$ cat src/rtl/l1_cache_responder.sv
// l1_cache_responder: direct-mapped, write-back, write-allocate L1 cache.
// Hits respond combinationally; a miss runs an optional dirty-line writeback
// followed by a 256-bit line fill, then the request is re-evaluated as a hit.
module l1_cache_responder #(
    parameter int S_INDEX = 3,
    parameter int LINE_W  = 256
) (
    input  logic              clk,
    input  logic              rst,
    input  logic              mem_read,
    input  logic              mem_write,
    input  logic [3:0]        mem_byte_enable,
    input  logic [31:0]       mem_address,
    input  logic [31:0]       mem_wdata,
    output logic [31:0]       mem_rdata,
    output logic              mem_resp,
    output logic              pmem_read,
    output logic              pmem_write,
    output logic [31:0]       pmem_address,
    output logic [LINE_W-1:0] pmem_wdata,
    input  logic [LINE_W-1:0] pmem_rdata,
    input  logic              pmem_resp
);

    localparam int SETS  = 1 << S_INDEX;
    localparam int TAG_W = 32 - 5 - S_INDEX;
    localparam int WORDS = LINE_W / 32;

    typedef logic [WORDS-1:0][31:0] line_t;
    typedef enum logic [1:0] {IDLE, WRITEBACK, ALLOCATE} state_t;

    state_t             state;
    logic [SETS-1:0]    valid_q;
    logic [SETS-1:0]    dirty_q;
    logic [TAG_W-1:0]   tag_q  [SETS];
    line_t              line_q [SETS];
    // Line address of the request that missed; fill targets this, not the
    // live CPU address, so a dropped request still completes coherently.
    logic [31:5]        miss_line_q;

    logic [S_INDEX-1:0] idx;
    logic [2:0]         word;
    logic [TAG_W-1:0]   req_tag;
    logic [S_INDEX-1:0] fill_idx;
    logic [TAG_W-1:0]   fill_tag;
    logic               req;
    logic               hit;
    logic               hit_now;
    logic               wr_hit;
    logic [31:0]        merged;
    logic               unused_ok;

    assign idx      = mem_address[S_INDEX+4:5];
    assign word     = mem_address[4:2];
    assign req_tag  = mem_address[31:S_INDEX+5];
    assign fill_idx = miss_line_q[S_INDEX+4:5];
    assign fill_tag = miss_line_q[31:S_INDEX+5];
    assign req      = mem_read | mem_write;
    assign hit      = valid_q[idx] && (tag_q[idx] == req_tag);
    // Reset forces IDLE and clears valid, so no hit (and no output) in reset.
    assign hit_now  = (state == IDLE) && req && hit;
    // Write wins over read; an all-zero byte enable still acks but changes nothing.
    assign wr_hit   = hit_now && mem_write && (mem_byte_enable != 4'b0000);

    assign mem_resp  = hit_now;
    assign mem_rdata = hit_now ? line_q[idx][word] : 32'h0;
    assign unused_ok = &{1'b0, mem_address[1:0]};

    // Byte-lane merge of CPU write data into the addressed word.
    always_comb begin
        merged = line_q[idx][word];
        for (int b = 0; b < 4; b++) begin
            if (mem_byte_enable[b]) merged[b*8 +: 8] = mem_wdata[b*8 +: 8];
        end
    end

    // Miss FSM with registered pmem outputs; async reset drops them at once.
    always_ff @(posedge clk or negedge rst) begin
        if (!rst) begin
            state        <= IDLE;
            valid_q      <= '0;
            dirty_q      <= '0;
            miss_line_q  <= '0;
            pmem_read    <= 1'b0;
            pmem_write   <= 1'b0;
            pmem_address <= '0;
            pmem_wdata   <= '0;
        end else begin
            case (state)
                IDLE: begin
                    if (req && !hit) begin
                        miss_line_q <= mem_address[31:5];
                        if (valid_q[idx] && dirty_q[idx]) begin
                            state        <= WRITEBACK;
                            pmem_write   <= 1'b1;
                            pmem_address <= {tag_q[idx], idx, 5'b0};
                            pmem_wdata   <= line_q[idx];
                        end else begin
                            state        <= ALLOCATE;
                            pmem_read    <= 1'b1;
                            pmem_address <= {mem_address[31:5], 5'b0};
                        end
                    end else if (wr_hit) begin
                        dirty_q[idx] <= 1'b1;
                    end
                end
                WRITEBACK: begin
                    if (pmem_resp) begin
                        state             <= ALLOCATE;
                        dirty_q[fill_idx] <= 1'b0;
                        pmem_write        <= 1'b0;
                        pmem_wdata        <= '0;
                        pmem_read         <= 1'b1;
                        pmem_address      <= {miss_line_q, 5'b0};
                    end
                end
                ALLOCATE: begin
                    if (pmem_resp) begin
                        state             <= IDLE;
                        valid_q[fill_idx] <= 1'b1;
                        dirty_q[fill_idx] <= 1'b0;
                        pmem_read         <= 1'b0;
                        pmem_address      <= '0;
                    end
                end
                default: state <= IDLE;
            endcase
        end
    end

    // Tag and data arrays: line fill on pmem_resp, byte merge on write hit.
    always_ff @(posedge clk) begin
        if (state == ALLOCATE && pmem_resp) begin
            line_q[fill_idx] <= pmem_rdata;
            tag_q[fill_idx]  <= fill_tag;
        end else if (wr_hit) begin
            line_q[idx][word] <= merged;
        end
    end

endmodule

$ cat config.mk
export PLATFORM = sky130hd
export DESIGN_NAME = l1_cache_responder
export DESIGN_NICKNAME = d
export VERILOG_FILES = /design/src/rtl/l1_cache_responder.sv
export SDC_FILE = /design/constraint.sdc
export NUM_CORES = 2
export LEC_CHECK = 0
export CAP_MARGIN = 40
export CORE_MARGIN = 10
export CORE_UTILIZATION = 46
export CTS_BUF_LIST = sky130_fd_sc_hd__clkbuf_4 sky130_fd_sc_hd__clkbuf_8
export DETAILED_ROUTE_END_ITERATION = 8
export SYNTH_ARGS = -nofsm -noshare
export SYNTH_HDL_FRONTEND = slang
export SYNTH_SLANG_ARGS = --single-unit
$ cat constraint.sdc
create_clock -name clk -period 5.3 [get_ports clk]
set_input_delay 0.795 -clock clk [delete_from_list [all_inputs] [get_ports clk]]
set_output_delay 0.795 -clock clk [all_outputs]
set_load 0.02 [all_outputs]
* Word level (Yosys, flattened, before mapping)
Memory sizes are Yosys's and may differ from the RTL's.
Index checks and enable logic that the tools add are counted.
** Storage, ports and cells
- Register bits after elaboration :: 335
- Bits in latches :: 0
- Memory bits (writable) :: 2240
- ROM bits :: 0
- Input port bits :: 329
- Output and inout bits :: 323
- Logic and storage cells :: 109
- Memories :: 2
** Operators by class
- Add/sub/neg operators :: 0
- $mul :: 0
- Div/mod/pow operators :: 0
- Magnitude comparators :: 6
- Equal/unequal tests :: 11
- Shifts and indexed selects :: 0
- Mux-type cells :: 51
- Bitwise gates (word level) :: 5
- Reduce and logical (&&, ||, !) cells :: 26
** Memory list
- line_q :: words 8, bits a word 256, rd ports 1, clocked after memory_dff 0, wr ports 1, line 36 : line_t line_q [SETS];
- tag_q :: words 8, bits a word 24, rd ports 1, clocked after memory_dff 0, wr ports 1, line 35 : logic [TAG_W-1:0] tag_q [SETS];
** Operator list (count)
- 2-to-1 mux 256 bit :: 6
- case mux 256 bit (2 select lines) :: 1
- OR reduction 256 bit :: 1
- 2-to-1 mux 32 bit :: 7
- binary-select mux 32 bit (select 3 bit) :: 1
- demux 32 bit (select 3 bit) :: 1
- case mux 32 bit (3 select lines) :: 1
- 2-to-1 mux 8 bit :: 7
- == test 24 bit :: 1
- OR 8 bit :: 2
- case mux 8 bit (2 select lines) :: 1
- 2-to-1 mux 1 bit :: 14
- less-than comparator 3 x 4 -> 1 bit (second input constant) :: 3
- AND reduction 4 bit :: 3
- logical AND 1 bit :: 11
- != test 2 bit (second input constant) :: 5
- greater-or-equal comparator 3 x 1 -> 1 bit (second input constant) :: 3
- AND 8 bit :: 1
- 2-to-1 mux 2 bit :: 4
- inverter 8 bit :: 1
- binary-select mux 1 bit (select 3 bit) :: 2
- demux 1 bit (select 3 bit) :: 2
- != test 2 x 1 -> 1 bit (second input constant) :: 3
- case mux 2 bit (3 select lines) :: 1
- 15 further kinds :: 17

* Depth between registers and ports, before layout
- Word-level depth :: 11
- Mapped depth :: 17
- Mapped depth without buffers :: 9

* Worst setup path after synthesis
No wires, ideal clock.
- Path type :: input to register
- Start :: input mem_address[7]
- End :: memory line_q[0][32] (netlist name), enable pin
- Setup time :: 0.421 ns
- Arrival :: 4.440 ns
- Data required time :: 4.879 ns
- Path slack :: 0.438 ns
- Stages on the path :: 11
- Buffers on the path :: 3
- Cells stage by stage :: buf_2 -> buf_6 -> and2_1 -> clkbuf_1 -> a22oi_1 -> and3b_1 -> nor4_1 -> nand4_1 -> nor4_4 -> a31oi_1 -> nor2_1
** Between the ends
- Cells in the longest elaborated chain, start to end :: 11
- Elaborated cells on any way between the ends :: 14
- Those cells by class :: 1 x eq/ne; 7 x mux; 5 x reduce/logical; 1 x memory
** RTL lines
- start: declaration :: line 13 : input logic [31:0] mem_address,
- memory (8 x 24 bit) / binary-select mux 1 bit (select 3 bit) (equally long branches)
- == test 24 bit / 2-to-1 mux 1 bit (equally long branches) :: line 59 : assign hit = valid_q[idx] && (tag_q[idx] == req_tag);
- logical AND 1 bit :: line 59
- logical AND 1 bit :: line 61 : assign hit_now = (state == IDLE) && req && hit;
- logical AND 1 bit (2 in a row) :: line 63 : assign wr_hit = hit_now && mem_write && (mem_byte_enable != 4'b0000);
- 2-to-1 mux 1 bit :: line 136 : end else if (wr_hit) begin
- 2-to-1 mux 1 bit :: line 133 : if (state == ALLOCATE && pmem_resp) begin
- 2-to-1 mux 256 bit (implied by the code) :: line 137 : line_q[idx][word] <= merged;
- OR reduction 256 bit (no source line)
- 2-to-1 mux 3 bit (no source line) / 2-to-1 mux 256 bit (equally long branches)
- end: declaration :: line 36
Parallel ways exist; a longest one is shown, timed or not. The select of a mux whose other input is x is not followed.

* Worst setup path in the final report
- Start :: memory tag_q[0][14] (netlist name)
- End :: output mem_rdata[4]
** Between the ends
- Cells in the longest elaborated chain, start to end :: 5
** RTL lines
- start: declaration :: line 35
- memory (8 x 24 bit)
- == test 24 bit :: line 59
- logical AND 1 bit :: line 59
- logical AND 1 bit :: line 61
- 2-to-1 mux 32 bit :: line 66 : assign mem_rdata = hit_now ? line_q[idx][word] : 32'h0;
- end: declaration :: line 15 : output logic [31:0] mem_rdata,
No other way between the ends.

==> flow_summary.rst <==
.. list-table::
   :header-rows: 1

   * - Metric
     - Value
   * - WS Path Type
     - reg -> out
   * - Top-area cell type share of the netlist area
     - between 60% and 70%
   * - Number of buffers inserted during clock tree synthesis
     - between 400 and 500
   * - Total gr overflow
     - 0
   * - Detailed placement HPWL
     - roughly 320,000 µm
   * - Post-DR wirelength/cell
     - a little over 40 µm
   * - Number of fillers in the final layout
     - 17,639
   * - Most instantiated flip-flop cell in the synthesis netlist
     - sky130_fd_sc_hd__edfxtp_1
   * - Worst-case clock skew
     - roughly 0.12 ns
   * - Die W
     - a little under 500 µm
   * - Worst hold-check path type
     - in -> async
   * - Count of final hold-check violations
     - 0
   * - Reg clk slew, reported paths
     - roughly 0.060 ns
   * - DRC violation total after the first TritonRoute iteration
     - ~12,000
   * - Synth Warn #
     - 0
   * - Number of instances in the synthesized netlist
     - roughly 6,500
   * - Root cell of the clock tree
     - sky130_fd_sc_hd__clkbuf_8
   * - Number of top-level pins
     - approximately 650
   * - EDFF count, synth
     - 2,240
   * - Mean Syn Cell Area
     - between 15 and 20 µm²
   * - Cell type group with the largest total delay on the critical path
     - simple AND/OR/NAND/NOR gates
   * - Tot Pwr
     - roughly 52,000 µW
   * - CP Max Fanout
     - 6
   * - Post-synth design cell area
     - 103,800 µm²
   * - Detailed-route wire length
     - approximately 460,000 µm
   * - Slowest library cell on the worst path
     - sky130_fd_sc_hd__mux4_2
   * - First-pass GRT wire length
     - about 610,000 µm
   * - Top area cells in the synthesized netlist
     - sky130_fd_sc_hd__edfxtp_1 65%, sky130_fd_sc_hd__dfrtp_1 8.0%, sky130_fd_sc_hd__mux2i_1 2.7%, sky130_fd_sc_hd__a221oi_1 2.7%, sky130_fd_sc_hd__nand2_1 2.5%
   * - Overall routing resource usage
     - between 30% and 40%
   * - Final setup vio count
     - 0
   * - Seq/Total Area, Yosys
     - 72.75%
   * - Detailed-route via count
     - ~75,000
   * - Area taken by flip-flops and latches
     - 75,520 µm²
   * - Worst setup EP type
     - output port
   * - Cell breakdown of the critical path
     - mux4_2, mux2i_4, xnor2_2, or4_1, or3_4, nor4_4, buf_12, buf_12, nand2_8, buf_12, nor3_4, buf_6, buf_6
   * - Highest Clock Rate
     - 0.1895 GHz
   * - Fraction of layout instances using a drive strength above 1
     - 25.23%
   * - Number of maximum-capacitance violations
     - 0
   * - Clock latency on the worst-skew pair
     - approximately 1.2 ns
   * - CP Launch Type
     - flop
   * - Number of placement rows
     - roughly 170
   * - Outcome
     - complete, no violations
   * - Remaining DRCs
     - 0
   * - Worst IR drop on VDD
     - 0.0003043 V
   * - Area growth, synth to finish
     - 25.24%
   * - Final min period
     - around 5.3 ns
   * - Floorplan die area
     - about 250,000 µm²
   * - Vias in the first global route
     - around 70,000
   * - Area leader, netlist
     - sky130_fd_sc_hd__edfxtp_1
   * - Unrepaired setup endpoints after global routing
     - true
   * - Final worst path period share
     - 99.57%
   * - Max Buffers Root-to-Sink
     - 4
   * - TritonCTS clock tree
     - done
   * - Required @ worst endpoint
     - 4.51 ns
   * - Synth async-reset ratio
     - between 10% and 20%
   * - Post-synthesis sequential element count
     - between 2,000 and 3,000
   * - Initial antenna violation count
     - 31
   * - First-pass iteration count of the detailed router
     - 8
   * - Core region area
     - 224,700 µm²
   * - Worst R2R Setup Slack
     - roughly 1.3 ns
   * - R2R Path End
     - line_q[7][74]$_DFFE_PP_
   * - Pleak
     - 0.04660 µW
   * - Area used by multi-input combinational logic
     - between 20,000 and 30,000 µm²
   * - Remaining number of nets flagged by the antenna check after routing
     - 0
   * - Arrival time of data at the critical path endpoint
     - roughly 4.5 ns
   * - IO Port Bufs
     - about 640
   * - Count of cells along the worst register-to-register path
     - 11
   * - Power density relative to cell area
     - roughly 400 nW/µm²
   * - H-tree depth
     - 5
   * - Post-layout util
     - 57.87%
   * - Most common cell on crit path
     - sky130_fd_sc_hd__buf_12
   * - Weighted congestion reported at the end of routability-driven placement
     - just under 1
   * - Worst slew pin tran
     - between 1 and 1.5 ns
   * - Count of buffer and inverter cells on the critical path
     - 5
   * - Overall die height
     - around 500 µm
   * - Count of cell types in the netlist
     - 100
   * - Setup TNS
     - 0 ns
   * - Ratio of routed vias to standard cells
     - 6.648
   * - Nets
     - 8,298
   * - Initial core utilization
     - roughly 46%
   * - Max_slew headroom
     - between 10% and 20%
   * - Clock sink total
     - around 2,600
   * - Largest net degree at the start of global routing
     - 179
   * - Crit path largest cell delay
     - approximately 0.51 ns
   * - Number of max-slew violations in the final report
     - 0
   * - Crit Reg-Reg Startpoint
     - tag_q[5][16]$_DFFE_PP_
[worst max-delay path by stage]
stage	cells past startpoint	endpoint	start	slack, ns
floorplan	11	line_q[0][32]$_DFFE_PP_	mem_address[7]	0.44
global placement	12	mem_rdata[4]	mem_address[7]	-0.09
detailed placement	14	mem_rdata[31]	mem_address[5]	0.009
CTS	13	mem_rdata[4]	tag_q[0][14]$_DFFE_PP_	-0.05
global route	13	mem_rdata[4]	tag_q[0][14]$_DFFE_PP_	-0.09
finish	13	mem_rdata[4]	tag_q[0][14]$_DFFE_PP_	0.02
[registers in the layout (all words and copies together), names as in the netlist]
signal        cells
valid_q           8
state             2
miss_line_q      27
pmem_read         1
tag_q           192
pmem_write        1
pmem_address     27
line_q         2048
pmem_wdata      256
dirty_q           8
[through the flow]
step / hold WS (ns) / worst slack [ns] / cell area [µm²] / instances
after detailed placement: 0.4508 / 0.009426 / 121200 / 10516
after floorplan: 0.4337 / 0.4384 / 103800 / 6544
after global placement: 0.4457 / -0.09267 / 121100 / 10504
final: 0.2508 / 0.02260 / 130000 / 11347
after CTS: 0.2733 / -0.04798 / 129900 / 11305
after global routing: 0.2953 / -0.08783 / 129900 / 11317
[cells in the mapped netlist (14+ instances only)]
cell,number
sky130_fd_sc_hd__and3_1,44
sky130_fd_sc_hd__a22o_1,48
sky130_fd_sc_hd__buf_1,48
sky130_fd_sc_hd__edfxtp_1,2240
sky130_fd_sc_hd__o22a_1,18
sky130_fd_sc_hd__a221o_1,44
sky130_fd_sc_hd__dfrtp_1,330
sky130_fd_sc_hd__o22ai_1,141
sky130_fd_sc_hd__or2_2,14
sky130_fd_sc_hd__a22oi_1,235
sky130_fd_sc_hd__mux2i_1,284
sky130_fd_sc_hd__buf_2,140
sky130_fd_sc_hd__mux2_2,227
sky130_fd_sc_hd__mux2_4,19
sky130_fd_sc_hd__nand2_1,682
sky130_fd_sc_hd__buf_6,40
sky130_fd_sc_hd__inv_1,81
sky130_fd_sc_hd__nor2_1,249
sky130_fd_sc_hd__o211ai_1,51
sky130_fd_sc_hd__a222oi_1,26
sky130_fd_sc_hd__a21oi_1,97
sky130_fd_sc_hd__o21ai_0,120
sky130_fd_sc_hd__o221ai_1,33
sky130_fd_sc_hd__o21a_1,15
sky130_fd_sc_hd__a32o_1,179
sky130_fd_sc_hd__clkbuf_1,224
sky130_fd_sc_hd__a31oi_1,15
sky130_fd_sc_hd__o2bb2ai_1,47
sky130_fd_sc_hd__mux4_2,96
sky130_fd_sc_hd__nand2b_1,36
sky130_fd_sc_hd__a221oi_1,317
sky130_fd_sc_hd__nand3_1,61
sky130_fd_sc_hd__nand4_1,14
sky130_fd_sc_hd__nor3_1,48
sky130_fd_sc_hd__buf_4,40
[power breakdown]
part | switching (µW) | internal [µW] | total [µW]
Clock | 8110 | 9650 | 17800
Sequential | 740 | 24300 | 25100
Combinational | 6100 | 2830 | 8940
Total | 14900 | 36800 | 51800
[layout by cell type (no fill, tap or decap), types with 117 or more instances in the layout]
cell type,count
sky130_fd_sc_hd__a32o_1,179
sky130_fd_sc_hd__buf_12,214
sky130_fd_sc_hd__a22oi_1,235
sky130_fd_sc_hd__mux2i_1,273
sky130_fd_sc_hd__dfrtp_1,330
sky130_fd_sc_hd__edfxtp_1,2240
sky130_fd_sc_hd__mux2_2,227
sky130_fd_sc_hd__o22ai_1,141
sky130_fd_sc_hd__nand2_1,682
sky130_fd_sc_hd__buf_4,624
sky130_fd_sc_hd__o21ai_0,117
sky130_fd_sc_hd__clkbuf_4,180
sky130_fd_sc_hd__nor2_1,174
sky130_fd_sc_hd__a221oi_1,317
sky130_fd_sc_hd__clkbuf_8,464
sky130_fd_sc_hd__clkdlybuf4s50_1,604
[area by class of cell]
cell class | instances | share of cell area [%]
clock buffers | 644 | 5.951
inverters | 86 | 0.2569
clock inverters | 143 | 0.6409
flip-flops and latches | 2570 | 58.08
multi-input cells | 3393 | 20.26
well taps | 2992 | 2.879
repair buffers | 1482 | 11.85
diodes | 37 | 0.07121
[routing by layer]
metal | share of wire (%) | GRT usage (%)
met5 | 0.037 | 0
met3 | 14 | 11.76
met1 | 34 | 45.63
met2 | 43 | 52.35
met4 | 9.1 | 27.38
[cell families after synthesis]
group | synth area share [%]
buffers and inverters | 2.746
multiplexers | 7.630
AND/OR/NAND/NOR | 5.245
XOR/XNOR | 0.05906
flip-flops | 72.75
other | 0.003612
adder cells (fa/ha/maj) | 0.04821
AO/OA/AOI/OAI | 11.52
[repair_timing]
| action | 4_1_cts | 5_1_grt |
|---|---|---|
| resized for setup | 82 | 6 |
| setup endpoints to repair | 31 | 21 |
| hold endpoints to repair | 73 | 0 |
| pin swaps | 5 | 1 |
| hold buffers | 1 | 0 |
| setup buffers | 2 | 1 |
(Power assumes the default switching activity.)
